===== src/rtl/shift_seq_ctrl.sv =====
// Two-requester round-robin word serialiser: grants one requester, shifts its word out MSB first.
// Optional even-parity trailer bit when SHIFT_SEQ_PARITY_EN is defined.
module shift_seq_ctrl #(
    parameter int DATA_W = 4
) (
    input  logic              clk,
    input  logic              clr,
    input  logic              req0,
    input  logic [DATA_W-1:0] din0,
    input  logic              req1,
    input  logic [DATA_W-1:0] din1,
    output logic              gnt0,
    output logic              gnt1,
    output logic              sdo,
    output logic              sdo_vld,
    output logic              owner,
    output logic              busy,
    output logic              done
);

    localparam int CNT_W = $clog2(DATA_W);

`ifdef SHIFT_SEQ_PARITY_EN
    typedef enum logic [1:0] {IDLE = 2'd0, SHIFT = 2'd1, DONE = 2'd2, PAR = 2'd3} state_t;

    function automatic logic even_parity(input logic [DATA_W-1:0] d);
        return ^d;
    endfunction
`else
    typedef enum logic [1:0] {IDLE = 2'd0, SHIFT = 2'd1, DONE = 2'd2} state_t;
`endif

    state_t             state_q, state_d;
    logic [DATA_W-1:0]  sreg_q, sreg_d;
    logic [CNT_W-1:0]   cnt_q, cnt_d;
    logic               last_q, last_d;
    logic               owner_q, owner_d;
    logic               gnt0_q, gnt0_d;
    logic               gnt1_q, gnt1_d;
    logic               sdo_q, sdo_d;
    logic               vld_q, vld_d;
    logic               busy_q, busy_d;
    logic               done_q, done_d;
    logic               pick;
`ifdef SHIFT_SEQ_PARITY_EN
    logic               par_q, par_d;
`endif

    always_ff @(posedge clk or negedge clr) begin
        if (!clr) begin
            state_q <= IDLE;
            sreg_q  <= '0;
            cnt_q   <= '0;
            last_q  <= 1'b1;
            owner_q <= 1'b0;
            gnt0_q  <= 1'b0;
            gnt1_q  <= 1'b0;
            sdo_q   <= 1'b0;
            vld_q   <= 1'b0;
            busy_q  <= 1'b0;
            done_q  <= 1'b0;
`ifdef SHIFT_SEQ_PARITY_EN
            par_q   <= 1'b0;
`endif
        end else begin
            state_q <= state_d;
            sreg_q  <= sreg_d;
            cnt_q   <= cnt_d;
            last_q  <= last_d;
            owner_q <= owner_d;
            gnt0_q  <= gnt0_d;
            gnt1_q  <= gnt1_d;
            sdo_q   <= sdo_d;
            vld_q   <= vld_d;
            busy_q  <= busy_d;
            done_q  <= done_d;
`ifdef SHIFT_SEQ_PARITY_EN
            par_q   <= par_d;
`endif
        end
    end

    // Outputs are computed from the next state so every output port comes straight from a flop.
    always_comb begin
        state_d = state_q;
        sreg_d  = sreg_q;
        cnt_d   = cnt_q;
        last_d  = last_q;
        owner_d = owner_q;
        gnt0_d  = 1'b0;
        gnt1_d  = 1'b0;
        sdo_d   = 1'b0;
        vld_d   = 1'b0;
        done_d  = 1'b0;
        pick    = 1'b0;
`ifdef SHIFT_SEQ_PARITY_EN
        par_d   = par_q;
`endif
        case (state_q)
            IDLE: begin
                if (req0 | req1) begin
                    // On a tie the requester not served last wins.
                    pick    = (req0 & req1) ? ~last_q : req1;
                    sreg_d  = pick ? din1 : din0;
                    owner_d = pick;
                    last_d  = pick;
                    gnt0_d  = ~pick;
                    gnt1_d  = pick;
                    cnt_d   = '0;
                    sdo_d   = sreg_d[DATA_W-1];
                    vld_d   = 1'b1;
                    state_d = SHIFT;
`ifdef SHIFT_SEQ_PARITY_EN
                    par_d   = even_parity(sreg_d);
`endif
                end
            end
            SHIFT: begin
                sreg_d = sreg_q << 1;
                cnt_d  = cnt_q + 1'b1;
                if (cnt_q == CNT_W'(DATA_W - 1)) begin
`ifdef SHIFT_SEQ_PARITY_EN
                    sdo_d   = par_q;
                    vld_d   = 1'b1;
                    state_d = PAR;
`else
                    done_d  = 1'b1;
                    state_d = DONE;
`endif
                end else begin
                    sdo_d = sreg_d[DATA_W-1];
                    vld_d = 1'b1;
                end
            end
`ifdef SHIFT_SEQ_PARITY_EN
            PAR: begin
                done_d  = 1'b1;
                state_d = DONE;
            end
`endif
            DONE: begin
                state_d = IDLE;
            end
            default: begin
                state_d = IDLE;
            end
        endcase
        busy_d = (state_d != IDLE);
    end

    assign gnt0    = gnt0_q;
    assign gnt1    = gnt1_q;
    assign sdo     = sdo_q;
    assign sdo_vld = vld_q;
    assign owner   = owner_q;
    assign busy    = busy_q;
    assign done    = done_q;

endmodule


===== config.mk =====
export PLATFORM = sky130hd
export DESIGN_NAME = shift_seq_ctrl
export DESIGN_NICKNAME = d
export VERILOG_FILES = /design/src/rtl/shift_seq_ctrl.sv
export SDC_FILE = /design/constraint.sdc
export NUM_CORES = 1
export LEC_CHECK = 0
export ABC_AREA = 1
export CAP_MARGIN = 20
export CORE_AREA = 2 2 41 43
export DETAILED_ROUTE_END_ITERATION = 10
export DIE_AREA = 0 0 43 45
export PLACE_DENSITY_LB_ADDON = 0.08
export SLEW_MARGIN = 0
export SYNTH_ARGS = -nofsm -noshare
export SYNTH_HDL_FRONTEND = slang
export SYNTH_SLANG_ARGS = --single-unit
export TNS_END_PERCENT = 100

===== constraint.sdc =====
create_clock -name clk -period 2.25 [get_ports clk]
set_input_delay 0.3375 -clock clk [delete_from_list [all_inputs] [get_ports clk]]
set_output_delay 0.3375 -clock clk [all_outputs]
set_load 0.05 [all_outputs]

==> impl_metrics.toml, run 1 <==
[run_status]
status = "complete, no violations"

[synthesis]
yosysWarnings = 0
synthCells = 75
yosysTopAreaCell = "dfrtp_1"
synth_nets = 88
synth.area.top_cells = "dfrtp_1 51%, nand2_1 12%, nand3_1 5.8%"
syn_area_um2 = 687
yosys.area.top_type_share_pct = 51.0
ys_ff_latch = 15
yosysUniqueCellTypes = 17
seq_area_frac_synth_pct = 54.8
syn_avg_cell_area_um2 = 9.16

[placement]
place.gp.congestion = 0.755
placedCellCount = 109
io_buffers = 18
dp_hpwl_um = 960
post-place-ws_ns = 0.776

[die]
placementRows = 14
start_util_pct = 46.7
die_width_um = 43
fp.dieH_um = 45
ios = 19
core_area_um2 = 1470
die_area_um2 = 1940

[timing]
period_share_pct = 79.4
fmax_ghz = 0.560
rsz0062_at_grt = "no"
whs_ns = 0.435
finalHoldViolations = 0
finalWorstSetupSlack_ns = 0.463
post-route-min-period_ns = 1.79
setup_violations = 0
max_slew.worst_pin.slew_ns = 0.629
skew_ns = 0.00968
maxSlewHeadroom_pct = 57.9
finalSetupTns_ns = 0
final_max_slew_viol_count = 0

[layout]
multi_input_area_um2 = 267
area_growth_pct = 33.0
nFillCells = 138
drive_gt1_share_pct = 19.6
finalNetCount = 111
fin_util_pct = 62.1
instances_no_fill = 113
ff_latch_area_um2 = 377
n_antenna_cell = 0

[critical_path]
worst-path-buf-inv = 1
cpLargestDelayFamily = "buffers and inverters"
cpPeakStageDelay_ns = 0.80
critPathRequiredTime_ns = 1.91
path_max_fanout = 2
critPathLaunchType = "register"
end_kind = "output port"
cp_cell_sequence = "clkdlybuf4s50_1"
crit_slowest_cell = "clkdlybuf4s50_1"
crit_type = "reg2out"
cp.arrival_ns = 1.45

[routing]
dr.pass1.iters = 4
via_per_inst = 4.75
wl_um = 1210
drc = 0
drtIter0Drc = 11
dr_total_vias = 537
ant_nets = 0
wl_per_cell_um = 10.7

[clock_tree]
ctsHoldBuffers = 0
cts_setup_buffers = 0
cts_tree = "yes"
htree_levels = 1
insertion_delay_ns = 0.28
cts_sinks = 15
path_clk_slew_ns = 0.10
cts_buffers = 3
cts_root_buf = "clkbuf_4"
ctsLongestPathBuffers = 2
cts_resized = 0

[power_and_ir_drop]
power.leakage_nw = 0.454
vdd.ir_drop.worst_mv = 0.859
power_density_nw_per_um2 = 1440

[grt]
overflow = 0
grt_pass1_vias = 522
grt_pass1_wl_um = 2120
antenna_found_initial = 0
grt_max_degree = 16
track_usage_pct = 14.9

[min_path]
worstHoldPathType = "in2async"

[run]
maxCapViolCount = 0
==> power breakdown <==
| group | internal [W] | leakage (nW) | switching, W |
|---|---|---|---|
| Sequential | 0.000397 | 0.184 | 0.0000655 |
| Combinational | 0.000245 | 0.255 | 0.000454 |
| Clock | 0.0000688 | 0.0150 | 0.0000866 |
==> worst register-to-register path: cells and delay by family (launching register included) <==
| family | cells | cell delay, ns |
|---|---|---|
| DFF | 1 | 0.55 |
| and+or+nand+nor | 4 | 0.41 |
| buffers and inverters | 1 | 0.09 |
==> cells in the mapped netlist <==
cell	number
a21oi_2	1
dfrtp_1	14
dfstp_2	1
ha_1	1
inv_1	7
inv_2	3
inv_4	1
nand2_1	22
nand2_4	2
nand3_1	8
nand3_2	2
nand3b_1	2
nor2_1	4
nor2_2	4
nor2_4	1
o21ai_1	1
o21ai_2	1
==> layout by cell type, fill, tap and decap left out, drive strengths merged <==
| cell type | Yosys | layout |
|---|---|---|
| dfstp | 1 | 1 |
| inv | 11 | 11 |
| nand2 | 24 | 24 |
| o21ai | 2 | 2 |
| nand3 | 10 | 10 |
| clkbuf | 0 | 4 |
| dfrtp | 14 | 14 |
| ha | 1 | 1 |
| nand3b | 2 | 2 |
| a21oi | 1 | 1 |
| clkdlybuf4s50 | 0 | 18 |
| nor2 | 9 | 9 |
==> per-stage QoR <==
step	instance area, µm²	power (W)
floorplan	687	0.000985
global placement	887	0.00117
detailed placement	887	0.00118
CTS	913	0.00133
global route	913	0.00141
finish	913	0.00132
==> flip-flops by register name (all words and copies together) (netlist names) <==
signal   cells
busy         1
gnt0         1
done         1
last_q       1
state_q      2
cnt_q        2
sdo          1
sdo_vld      1
owner        1
sreg_q       3
gnt1         1
==> layer usage <==
metal,vias to the layer above,track usage (%),part of all wire (%)
li1,275,-,-
met1,248,18.9,47
met2,10,24.2,48
met3,4,2.40,2.6
met4,0,9.09,2.2
met5,-,0,0
==> cell type report <==
type	count	area share (%)
sequential	15	41.2
multi-input combinational	49	29.2
timing repair buffer	18	19.7
inverter	11	4.79
clock buffer	4	2.88
tap	16	2.19
==> path summary, 6_finish.rpt <==
check                            start    endpoint  slack [ns]  cells after the start
worst max-delay path             owner       owner        0.46                      1
worst min-delay path               clr       owner        0.43                      1
worst max register to register  last_q       owner        1.12                      5
worst min register to register  last_q      last_q        0.47                      2
max in group asynchronous          clr  state_q[0]        1.40                      1
min in group clk                last_q      last_q        0.47                      2
==> cells by family (layout without fill, tap and decap cells) <==
group	after synthesis	in the layout	share of synthesized area, %
fa+ha+maj	1	1	1.82
flops	15	15	54.8
compound gates	3	3	3.28
buf+inv	11	33	6.38
simple gates	45	45	33.7
Power figures use the tool's default switching activity.
==> run 2, diff against run 1 <==
--- a/config.mk
+++ b/config.mk
@@ -7,9 +7,9 @@
 export LEC_CHECK = 0
 export ABC_AREA = 1
 export CAP_MARGIN = 20
-export CORE_AREA = 2 2 41 43
+export CORE_AREA = 2 2 43 45
 export DETAILED_ROUTE_END_ITERATION = 10
-export DIE_AREA = 0 0 43 45
+export DIE_AREA = 0 0 45 47
 export PLACE_DENSITY_LB_ADDON = 0.08
 export SLEW_MARGIN = 0
 export SYNTH_ARGS = -nofsm -noshare
==> constraint.sdc (replaced) <==
create_clock -name clk -period 1.7 [get_ports clk]
set_input_delay 0.255 -clock clk [delete_from_list [all_inputs] [get_ports clk]]
set_output_delay 0.255 -clock clk [all_outputs]
set_load 0.05 [all_outputs]
==> impl_metrics.toml, run 2 (synthesis results as in run 1) <==
[timing]
finalSetupTns_ns = 0
setup_violations = 0
finalHoldViolations = 0
period_share_pct = 75.0
fmax_ghz = 0.785
max_slew.worst_pin.slew_ns = 0.498
post-route-min-period_ns = 1.27
final_max_slew_viol_count = 0
skew_ns = 0.00932
rsz0062_at_grt = "no"
maxSlewHeadroom_pct = 66.7

[layout]
reg_top3 = "sreg_q: 3 flops, cnt_q: 2 flops, state_q: 2 flops"
largest_register = "sreg_q"
multi_input_area_um2 = 267
final_common_cell = "nand2_1"
largest_reg_flops = 3
finalNetCount = 112
n_antenna_cell = 0
nFillCells = 164
ff_latch_area_um2 = 377
fin_util_pct = 55.3
drive_gt1_share_pct = 27.6
area_growth_pct = 33.0
layout_common_cells = "22 x nand2_1, 14 x dfrtp_1, 11 x clkdlybuf4s50_1"

[grt]
grt_pass1_vias = 496
grt_max_degree = 16
grt_pass1_wl_um = 2060
track_usage_pct = 14.4
antenna_found_initial = 0
overflow = 0

[die]
die_width_um = 45
placementRows = 15
start_util_pct = 41.6
fp.dieH_um = 47
ios = 19
core_area_um2 = 1650
die_area_um2 = 2120

[critical_path]
path_max_fanout = 1
worst-path-buf-inv = 1
cpLargestDelayFamily = "buffers and inverters"
end_kind = "output port"
crit_type = "reg2out"
rrSetupSlack_ns = 0.54
cpPeakStageDelay_ns = 0.41
critPathRequiredTime_ns = 1.44
cp.arrival_ns = 1.02
cp_cell_sequence = "dlymetal6s2s_1"
critPathLaunchType = "register"
crit_slowest_cell = "dlymetal6s2s_1"

[routing]
dr_total_vias = 537
drc = 0
dr.pass1.iters = 4
wl_per_cell_um = 11.0
wl_um = 1270
ant_nets = 0
via_per_inst = 4.67
drtIter0Drc = 7

[power_and_ir_drop]
vdd.ir_drop.worst_mv = 0.909
power_density_nw_per_um2 = 1900
power.leakage_nw = 0.481

[placement]
io_buffers = 18
dp_hpwl_um = 971
place.gp.congestion = 0.671

[clock_tree]
cts_root_buf = "clkbuf_4"
insertion_delay_ns = 0.29
cts_setup_buffers = 0
ctsLongestPathBuffers = 2
cts_buffers = 3
htree_levels = 1
ctsHoldBuffers = 0
cts_tree = "yes"
path_clk_slew_ns = 0.10
cts_sinks = 15

[run_status]
status = "complete, no violations"

[min_path]
worstHoldPathType = "in2async"

[run]
maxCapViolCount = 0
run 2: cell count changes in the layout (fill, tap and decap cells not counted), sizes merged:
| cell | before | now |
|---|---|---|
| buf | 0 | 7 |
| clkdlybuf4s50 | 18 | 11 |
| clkbuf | 4 | 3 |
| clkinvlp | 0 | 1 |
| dlymetal6s2s | 0 | 1 |
run 2: timing repair:
item	4_1_cts	5_1_grt
setup endpoints to repair	0	1
endpoints found under the hold margin	0	0
gates resized for setup	0	1
run 2: power breakdown:
part           total (W)  switching (W)  internal, W
Sequential      0.000612      0.0000867     0.000525
Clock           0.000215       0.000126    0.0000893
Combinational   0.000912       0.000609     0.000303
run 2: per-layer routing:
layer,global-route usage [%],wire (µm),vias to the layer above
li1,-,-,279
met1,16.8,571,248
met2,23.1,636,8
met3,3.46,43,2
met4,10.6,17,0
met5,0,0,-
run 2: layout make-up:
| cell class | count | area share (%) |
|---|---|---|
| multi-input cells | 49 | 29.2 |
| flip-flops and latches | 15 | 41.2 |
| clock inverters | 1 | 0.822 |
| clock buffers | 3 | 2.47 |
| repair buffers | 19 | 19.2 |
| well taps | 17 | 2.33 |
| inverters | 11 | 4.79 |
run 2: path summary, 6_finish.rpt:
check | from | to | cells after the start
min reg2reg | last_q | last_q | 2
max | gnt0 | gnt0 | 1
min in group clk | last_q | last_q | 2
min | clr | gnt1 | 2
max in group asynchronous | clr | last_q | 2
max reg2reg | last_q | owner | 5
run 2: through the flow:
stage               std cells  area, µm²  hold slack [ns]  power (W)  setup slack (ns)
global placement          111        881            0.454    0.00153             0.264
finish                    115        913            0.269    0.00174             0.426
floorplan                  75        687          -0.0406    0.00130             0.667
global route              115        913            0.283    0.00187             0.373
CTS                       115        911            0.269    0.00177            0.0232
detailed placement        111        881            0.460    0.00154             0.272
